===== src/rtl/dpll_pkg.sv =====
// Shared types and constants for the oscillator-trim DAC write path.
// The clamp bounds and helper are used only when DAC_CLAMP_EN is defined.
package dpll_pkg;

  localparam int DAC_W = 16;

  localparam logic [DAC_W-1:0] RESET_CODE_DEF = 16'h9E23;
  localparam logic [DAC_W-1:0] DAC_MIN        = 16'h0400;
  localparam logic [DAC_W-1:0] DAC_MAX        = 16'hFBFF;

  localparam logic SRC_LOOP = 1'b0;
  localparam logic SRC_HOST = 1'b1;

  typedef enum logic [2:0] {
    ST_IDLE,
    ST_SEND_MSB,
    ST_ARM1,
    ST_SEND_LSB,
    ST_ARM2,
    ST_DRAIN,
    ST_GAP
  } state_t;

  function automatic logic [DAC_W-1:0] clamp_code(input logic [DAC_W-1:0] c);
    logic [DAC_W-1:0] r;
    r = c;
    if (c < DAC_MIN) r = DAC_MIN;
    else if (c > DAC_MAX) r = DAC_MAX;
    return r;
  endfunction

endpackage


===== src/rtl/dac_rr_grant.sv =====
// Two-way round-robin selector between loop and host DAC requests.
// While hold is set, a loop request is reported as a drop and is never granted.
module dac_rr_grant
  import dpll_pkg::*;
(
  input  logic loop_req,
  input  logic host_req,
  input  logic hold,
  input  logic last_src,
  output logic grant_valid,
  output logic grant_src,
  output logic drop
);

  logic loop_ok;

  always_comb begin
    loop_ok     = loop_req & ~hold;
    drop        = loop_req & hold;
    grant_valid = loop_ok | host_req;
    // With both eligible, the source that did not win last time goes first.
    if (loop_ok && host_req) grant_src = ~last_src;
    else if (host_req)       grant_src = SRC_HOST;
    else                     grant_src = SRC_LOOP;
  end

endmodule


===== src/rtl/dac_write_arbiter.sv =====
// Arbitrates loop and host writes to the SPI trim DAC: two-byte frames, settle gap, timeout abort.
// Define DAC_CLAMP_EN to clamp granted codes to [DAC_MIN, DAC_MAX] before they are sent.
//
// state     | meaning
// ----------+---------------------------------------------------------------
// IDLE      | drop held-off loop requests, grant an eligible request
// SEND_MSB  | wait for ready, strobe the high byte
// ARM1      | one cycle while the master lowers ready after the strobe
// SEND_LSB  | wait for ready, strobe the low byte
// ARM2      | one cycle while the master lowers ready after the strobe
// DRAIN     | wait for the frame to finish, publish dac_code, ack
// GAP       | settling time before the next grant
module dac_write_arbiter
  import dpll_pkg::*;
#(
  parameter logic [DAC_W-1:0] RESET_CODE  = RESET_CODE_DEF,
  parameter int               GAP_CYC     = 500,
  parameter int               TIMEOUT_CYC = 4096
) (
  input  logic             clk50,
  input  logic             reset,
  input  logic             loop_req,
  input  logic [DAC_W-1:0] loop_code,
  output logic             loop_ack,
  input  logic             host_req,
  input  logic [DAC_W-1:0] host_code,
  output logic             host_ack,
  input  logic             host_hold,
  output logic [7:0]       spi_tx_byte,
  output logic             spi_tx_dv,
  input  logic             spi_tx_ready,
  output logic             busy,
  output logic [DAC_W-1:0] dac_code,
  output logic             last_src,
  output logic             timeout_err,
  output logic [7:0]       drop_cnt
);

  localparam int GAP_W    = (GAP_CYC < 2) ? 1 : $clog2(GAP_CYC);
  localparam int GAP_LOAD = (GAP_CYC == 0) ? 0 : GAP_CYC - 1;
  localparam int TO_W     = (TIMEOUT_CYC < 2) ? 1 : $clog2(TIMEOUT_CYC);
  localparam int TO_LAST  = (TIMEOUT_CYC == 0) ? 0 : TIMEOUT_CYC - 1;

  state_t           state;
  logic [DAC_W-1:0] code;
  logic [GAP_W-1:0] gap_cnt;
  logic [TO_W-1:0]  to_cnt;

  logic             grant_valid;
  logic             grant_src;
  logic             drop;
  logic [DAC_W-1:0] sel_code;
  logic [DAC_W-1:0] grant_code;
  logic             waiting;
  logic             to_expire;

  dac_rr_grant u_rr (
    .loop_req    (loop_req),
    .host_req    (host_req),
    .hold        (host_hold),
    .last_src    (last_src),
    .grant_valid (grant_valid),
    .grant_src   (grant_src),
    .drop        (drop)
  );

  assign sel_code = (grant_src == SRC_HOST) ? host_code : loop_code;

`ifdef DAC_CLAMP_EN
  assign grant_code = clamp_code(sel_code);
`else
  assign grant_code = sel_code;
`endif

  assign waiting   = (state == ST_SEND_MSB) || (state == ST_SEND_LSB) || (state == ST_DRAIN);
  assign to_expire = waiting && !spi_tx_ready && (to_cnt == TO_W'(TO_LAST));

  always_ff @(posedge clk50) begin
    if (reset) begin
      state       <= ST_IDLE;
      code        <= '0;
      gap_cnt     <= '0;
      to_cnt      <= '0;
      loop_ack    <= 1'b0;
      host_ack    <= 1'b0;
      spi_tx_byte <= 8'h00;
      spi_tx_dv   <= 1'b0;
      busy        <= 1'b0;
      dac_code    <= RESET_CODE;
      last_src    <= SRC_LOOP;
      timeout_err <= 1'b0;
      drop_cnt    <= 8'h00;
    end else begin
      spi_tx_dv <= 1'b0;
      loop_ack  <= 1'b0;
      host_ack  <= 1'b0;
      to_cnt    <= '0;

      if (to_expire) begin
        // Abandon the frame; dac_code keeps the last code that fully landed.
        timeout_err <= 1'b1;
        if (last_src == SRC_HOST) host_ack <= 1'b1;
        else                      loop_ack <= 1'b1;
        gap_cnt <= GAP_W'(GAP_LOAD);
        state   <= ST_GAP;
      end else begin
        case (state)
          ST_IDLE: begin
            if (drop) begin
              loop_ack <= 1'b1;
              if (drop_cnt != 8'hFF) drop_cnt <= drop_cnt + 8'd1;
            end
            if (grant_valid) begin
              code     <= grant_code;
              last_src <= grant_src;
              busy     <= 1'b1;
              state    <= ST_SEND_MSB;
            end
          end

          ST_SEND_MSB: begin
            if (spi_tx_ready) begin
              spi_tx_byte <= code[15:8];
              spi_tx_dv   <= 1'b1;
              state       <= ST_ARM1;
            end else begin
              to_cnt <= to_cnt + TO_W'(1);
            end
          end

          ST_ARM1: state <= ST_SEND_LSB;

          ST_SEND_LSB: begin
            if (spi_tx_ready) begin
              spi_tx_byte <= code[7:0];
              spi_tx_dv   <= 1'b1;
              state       <= ST_ARM2;
            end else begin
              to_cnt <= to_cnt + TO_W'(1);
            end
          end

          ST_ARM2: state <= ST_DRAIN;

          ST_DRAIN: begin
            if (spi_tx_ready) begin
              dac_code <= code;
              if (last_src == SRC_HOST) host_ack <= 1'b1;
              else                      loop_ack <= 1'b1;
              gap_cnt <= GAP_W'(GAP_LOAD);
              state   <= ST_GAP;
            end else begin
              to_cnt <= to_cnt + TO_W'(1);
            end
          end

          ST_GAP: begin
            if (gap_cnt == '0) begin
              busy  <= 1'b0;
              state <= ST_IDLE;
            end else begin
              gap_cnt <= gap_cnt - GAP_W'(1);
            end
          end

          default: begin
            busy  <= 1'b0;
            state <= ST_IDLE;
          end
        endcase
      end
    end
  end

endmodule


===== config.mk =====
export PLATFORM = sky130hd
export DESIGN_NAME = dac_write_arbiter
export DESIGN_NICKNAME = d
export VERILOG_FILES = /design/src/rtl/dpll_pkg.sv /design/src/rtl/dac_rr_grant.sv /design/src/rtl/dac_write_arbiter.sv
export SDC_FILE = /design/constraint.sdc
export NUM_CORES = 1
export LEC_CHECK = 0
export ABC_CLOCK_PERIOD_IN_PS = 2000
export CAP_MARGIN = 30
export CORE_MARGIN = 1
export CORE_UTILIZATION = 56
export CTS_CLUSTER_DIAMETER = 150
export DETAILED_ROUTE_END_ITERATION = 16
export DONT_BUFFER_PORTS = 1
export GPL_TIMING_DRIVEN = 0
export HOLD_SLACK_MARGIN = 0.08
export PLACE_DENSITY = 0.74
export REMOVE_ABC_BUFFERS = 1
export SYNTH_ARGS = -nofsm -noshare
export SYNTH_HDL_FRONTEND = slang
export SYNTH_SLANG_ARGS = --single-unit

===== constraint.sdc =====
create_clock -name clk50 -period 2 [get_ports clk50]
set_input_delay 0.4 -clock clk50 [delete_from_list [all_inputs] [get_ports clk50]]
set_output_delay 0.4 -clock clk50 [all_outputs]
set_load 0.02 [all_outputs]

### After elaboration in Yosys (flattened, before gate mapping)

Index checks and enable logic that the tools add are counted.

| cells by class | value |
|---|---|
| equal/unequal tests | 20 |
| mux-type cells | 30 |
| add/sub/neg operators | 3 |
| reduce and logical (&&, ||, !) cells | 26 |
| bitwise logic cells | 9 |

Operator list:

| kind | number |
|---|---|
| $mux W9 | 3 |
| $pmux W3 S7 | 1 |
| $mux W3 | 6 |
| $ne A3 B3 Y1 const B | 6 |
| $pmux W9 S2 | 1 |
| $mux W16 | 1 |
| $mux W8 | 2 |
| $pmux W8 S2 | 1 |
| $mux W1 | 13 |
| $add A12 B1 Y12 const B | 1 |
| $eq A12 B12 Y1 const B | 1 |
| $ne A2 B2 Y1 const B | 6 |
| $reduce_and A3 Y1 | 4 |
| $reduce_and A4 Y1 | 3 |
| $reduce_and A5 Y1 | 2 |
| $eq A3 B3 Y1 const B | 3 |
| $logic_not A9 Y1 | 1 |
| $sub A9 B1 Y9 const B | 1 |
| $add A8 B1 Y8 const B | 1 |
| $ne A8 B8 Y1 const B | 1 |
| $eq A3 B2 Y1 const B | 2 |
| $not A1 Y1 | 6 |
| $reduce_or A3 Y1 | 2 |
| $reduce_or A5 Y1 | 1 |
| other kinds (13) | 19 |

| storage, ports and cells | value |
|---|---|
| logic and storage cells | 103 |
| input port bits | 38 |
| bits in registers | 78 |

### Longest topological paths before layout

| logic depth | value |
|---|---|
| depth after elaboration | 7 |
| mapped depth | 8 |

### Hierarchy

A second synthesis with hierarchy kept.

| unflattened totals | value |
|---|---|
| cells, all modules | 379 |
| area total of the unflattened synthesis | 3,306.9 um2 |

Modules (own cells, without submodules):

| module | area each (um2) | cells each | seq. area each (um2) | instances |
|---|---|---|---|---|
| dac_write_arbiter | 3,279.4 | 374 | 1,561.5 | 1 |
| dac_rr_grant | 27.5 | 5 | 0.0 | 1 |

### Worst setup path after synthesis

OpenSTA, ideal clock, no wires.

| timing path | value |
|---|---|
| path kind | register to register |
| start | register gap_cnt[0] |
| end | register state[1] |
| setup slack | 0.153 ns |
| arrival | 1.714 ns |
| required time | 1.868 ns |
| path buffers | 1 |
| cell stages (with the launch flop) | 9 |
| period minus slack after synthesis | 1.847 ns |
| cells stage by stage | dfxtp_1 inv_1 ha_1 or4b_1 o21a_1 buf_2 nor3_1 a21o_1 a21oi_1 |

| between the ends | value |
|---|---|
| cells in the longest elaborated chain, start to end | 3 |

Ends and longest elaborated chain:

| element | line | text |
|---|---|---|
| start, declared | dac_write_arbiter.sv:46 | `logic [GAP_W-1:0] gap_cnt;` |
| start signal, assigned | dac_write_arbiter.sv:104 | `gap_cnt <= GAP_W'(GAP_LOAD);` |
| start signal, assigned | dac_write_arbiter.sv:150 | `gap_cnt <= GAP_W'(GAP_LOAD);` |
| start signal, assigned | dac_write_arbiter.sv:162 | `gap_cnt <= gap_cnt - GAP_W'(1);` |
| $logic_not A9 Y1 | dac_write_arbiter.sv:158 | `if (gap_cnt == '0) begin` |
| $ne A3 B3 Y1 (no line) | n/a |  |
| $reduce_and A5 Y1 (no line) | n/a |  |
| end signal, assigned | dac_write_arbiter.sv:151 | `state <= ST_GAP;` |
| end signal, assigned | dac_write_arbiter.sv:160 | `state <= ST_IDLE;` |
| end signal, assigned | dac_write_arbiter.sv:168 | `state <= ST_IDLE;` |
| end, declared | dac_write_arbiter.sv:44 | `state_t state;` |

No other way between the ends.
A chain may end at the register's enable or synchronous reset.

### Worst setup path in the final report

| timing path | value |
|---|---|
| start | register gap_cnt[0] |
| end | register gap_cnt[2] |

| between the ends | value |
|---|---|
| cells in the longest elaborated chain, start to end | 3 |
| elaborated cells on any way between the ends | 6 |
| those cells by class | add/sub: 1; eq/ne: 1; mux: 2; reduce/logical: 2 |

Ends and longest elaborated chain:

| element | line |
|---|---|
| $sub A9 B1 Y9 or $logic_not A9 Y1 (tied branches) | dac_write_arbiter.sv:162, dac_write_arbiter.sv:158 |
| $mux W9 or $ne A2 B2 Y1 (tied branches) | n/a |
| $pmux W9 S2 or $reduce_and A3 Y1 (tied branches) | n/a |

Parallel ways exist; a longest one is shown, timed or not. The select of a mux whose other input is x is not followed.

==> impl_results.md <==
- Outcome: completed
- Setup WS post-layout: 0.0585 ns
- Ys async rst share: 0%
- Slew @ Worst Pin: 0.755 ns
- Top cell type's share of synthesized area: 46.2%
- Core Area: 5680 sq um
- Starting Density: 59.5%
- Routability Congestion: 0.797
- RR Endpoint: gap_cnt[2]
- Hold Path Origin: reset
- FF+latch area: 1560 sq um
- Initial DRT Pass Iterations: 4
- Non-filler instance count after layout: 484
- Multi-input combinational cell area: 1720 sq um
- Synthesized flop and latch total: 78
- Die Span Y: 79.7 um
- Std-Cell Rows: 27
- Gr ovfl total: 0
- Pin count of the biggest net entering global routing: 68
- Critical Path End Type: flop
- Skew final: 0.0101 ns
- Clock Pin Slew Worst Setup and Hold Paths: 0.08 ns
- Routed len/inst: 15.7 um
- Placed cell count: 458
- Worst Hold Depth: 1
- Final core utilization: 66.2%
- Post-synthesis cell area: 3380 sq um
- Yosys top cell by area: dfxtp_1
- Die X: 79.7 um
- Commonest cells in the netlist: nand2_1, dfxtp_1, nor2_1
- Clk sinks: 78
- CP startpoint kind: flop
- IO Port Bufs: 0
- Post-synthesis sequential area ratio: 46.2%
- Filler Cells Inserted: 494
- Count leader, synth: nand2_1
- CTS tree: done
- EDFF count, synth: 0
- Syn avg cell area: 8.30 sq um
- HP Class: primary input to flop
- Pre-CTS setup slack: -0.187 ns
- Hold Path End: drop_cnt[7]
- Clk_lat worst skew: 0.35 ns
- Depth of the most critical reg-to-reg path: 8
- RSZ-0062 raised after global routing: true
- Setup Crit Path Kind: flop to flop
- Main synth FF type: dfxtp_1
- Number of distinct library cells after synthesis: 46
- Syn-to-layout area delta: 11.1%
- Overall power: 3.18 mW
- Hold_buf cts: 0
- Share of layout cells above drive strength 1: 11.4%
- Post-DP HPWL: 4850 um
- Total CTS buffers: 9
- R2R Setup Slk: 0.06 ns
- Crit path required time: 2.23 ns
- Drt total wl: 7610 um
- Via Count: 2820
- Remaining DRCs: 0
- Initial antenna violation count: 0
- Io pins: 76
- Leakage: 1.39 nW
- Clock period minus worst slack: 1.94 ns
- Tot GR Track Use: 25.0%
- Vias in the first global route: 2605
- Crit path DAT: 2.18 ns
- Fmax: 515 MHz
- Ant. Diodes: 0
- Antenna viol nets, final: 0
- Critical R2R Launch: gap_cnt[0]
- H-tree Lvls: 3
- Rel. slew slack: 49.5%
- Syn Inst Count: 407
- First-pass GRT wire length: 12200 um
- Final setup fails: 0
- Synth area leaders: dfxtp_1, nand2_1, nor2_1
- # nets final: 448
- Final Hold Fails: 0
- CTS Root Cell: clkbuf_8
- Clock buffer depth: 2
- Max IR drop VDD: 0.000518 V
- Fin. max-slew vios: 0
- Critical path peak fanout: 7
- Iteration-0 DRC Markers: 157
- Syn. warnings: 0
- Min Hold Slack: 0.116 ns
- Vias per std cell: 5.83
- Fin crit share: 97.1%
- Maxcap violations: 0
- Die area: 6350 sq um
- Power Density: 847 nW/um^2
==> routing by layer <==
layer	vias to the layer above	global-route usage, %	wire length [um]
met1	1312	32.3	3420
met5	-	0	0
met2	80	39.3	3570
met4	0	8.36	115
met3	11	8.00	509
li1	1417	-	-
==> report_power, final <==
part,switching [mW],internal [mW],total (mW)
Combinational,0.141,0.106,0.247
Sequential,0.0867,1.62,1.71
Clock,0.576,0.650,1.23
Total,0.804,2.38,3.18
==> critical path, cell delays in order, from the launching register on <==
cell,delay [ns]
dfxtp_2,0.34
inv_2,0.05
ha_2,0.18
or4b_4,0.49
o21a_4,0.25
buf_12,0.14
o21ai_1,0.15
xor2_1,0.18
nor3_1,0.06
==> cell families (layout without fill, tap and decap cells) <==
group,Yosys count,in the layout,share of synthesized area (%)
simple gates,210,210,29.0
flops,78,78,46.2
compound gates,63,63,14.0
buf+inv,33,38,4.37
xor+xnor,17,17,4.41
fa+ha+maj,3,3,1.11
mux,3,3,0.889
==> through the flow <==
step,cell area (sq um),setup TNS (ns)
after floorplan,3270,-2.88
after global placement,3360,-34.63
after detailed placement,3410,-2.25
after CTS,3670,0
after global routing,3750,-0.0154
final,3750,0
==> layout by cell type (no fill, tap or decap), types with 10 or more instances in the layout <==
cell type  netlist  routed
nand3_1         25      25
xor2_1          11      11
a21oi_1         16      16
a311oi_1        24      24
nand2_1         80      78
nor2_1          58      57
dfxtp_1         78      76
buf_4            0      10
clkbuf_8         0      11
nand3b_1        10      10
==> how the worst max path moves through the flow <==
| stage | startpoint | to | cells after the start |
|---|---|---|---|
| after floorplan | state[0] | gap_cnt[2] | 5 |
| after global placement | state[0] | loop_ack | 5 |
| after detailed placement | gap_cnt[0] | gap_cnt[4] | 7 |
| after CTS | state[0] | gap_cnt[5] | 6 |
| after global routing | gap_cnt[0] | gap_cnt[4] | 7 |
| final | gap_cnt[0] | gap_cnt[2] | 8 |
==> area by class of cell <==
| type | instances | area share, % |
|---|---|---|
| multi-input combinational | 296 | 45.8 |
| inverter | 9 | 0.900 |
| clock inverter | 4 | 1.43 |
| clock buffer | 12 | 4.13 |
| timing repair buffer | 13 | 3.67 |
| tap | 72 | 2.40 |
| sequential | 78 | 41.7 |
==> registers in the layout (all words and copies together) (netlist names) <==
name	flops
busy	1
code	16
dac_code	16
drop_cnt	8
gap_cnt	9
host_ack	1
last_src	1
loop_ack	1
spi_tx_byte	8
spi_tx_dv	1
state	3
timeout_err	1
to_cnt	12
==> what timing repair did <==
item	in CTS	in global routing
cloned	0	0
resized for setup	6	10
pin swaps	2	6
setup endpoints to repair	21	23
setup buffers	3	7
endpoints found under the hold margin	0	0
No activity file was read; power rests on OpenSTA's default activity.
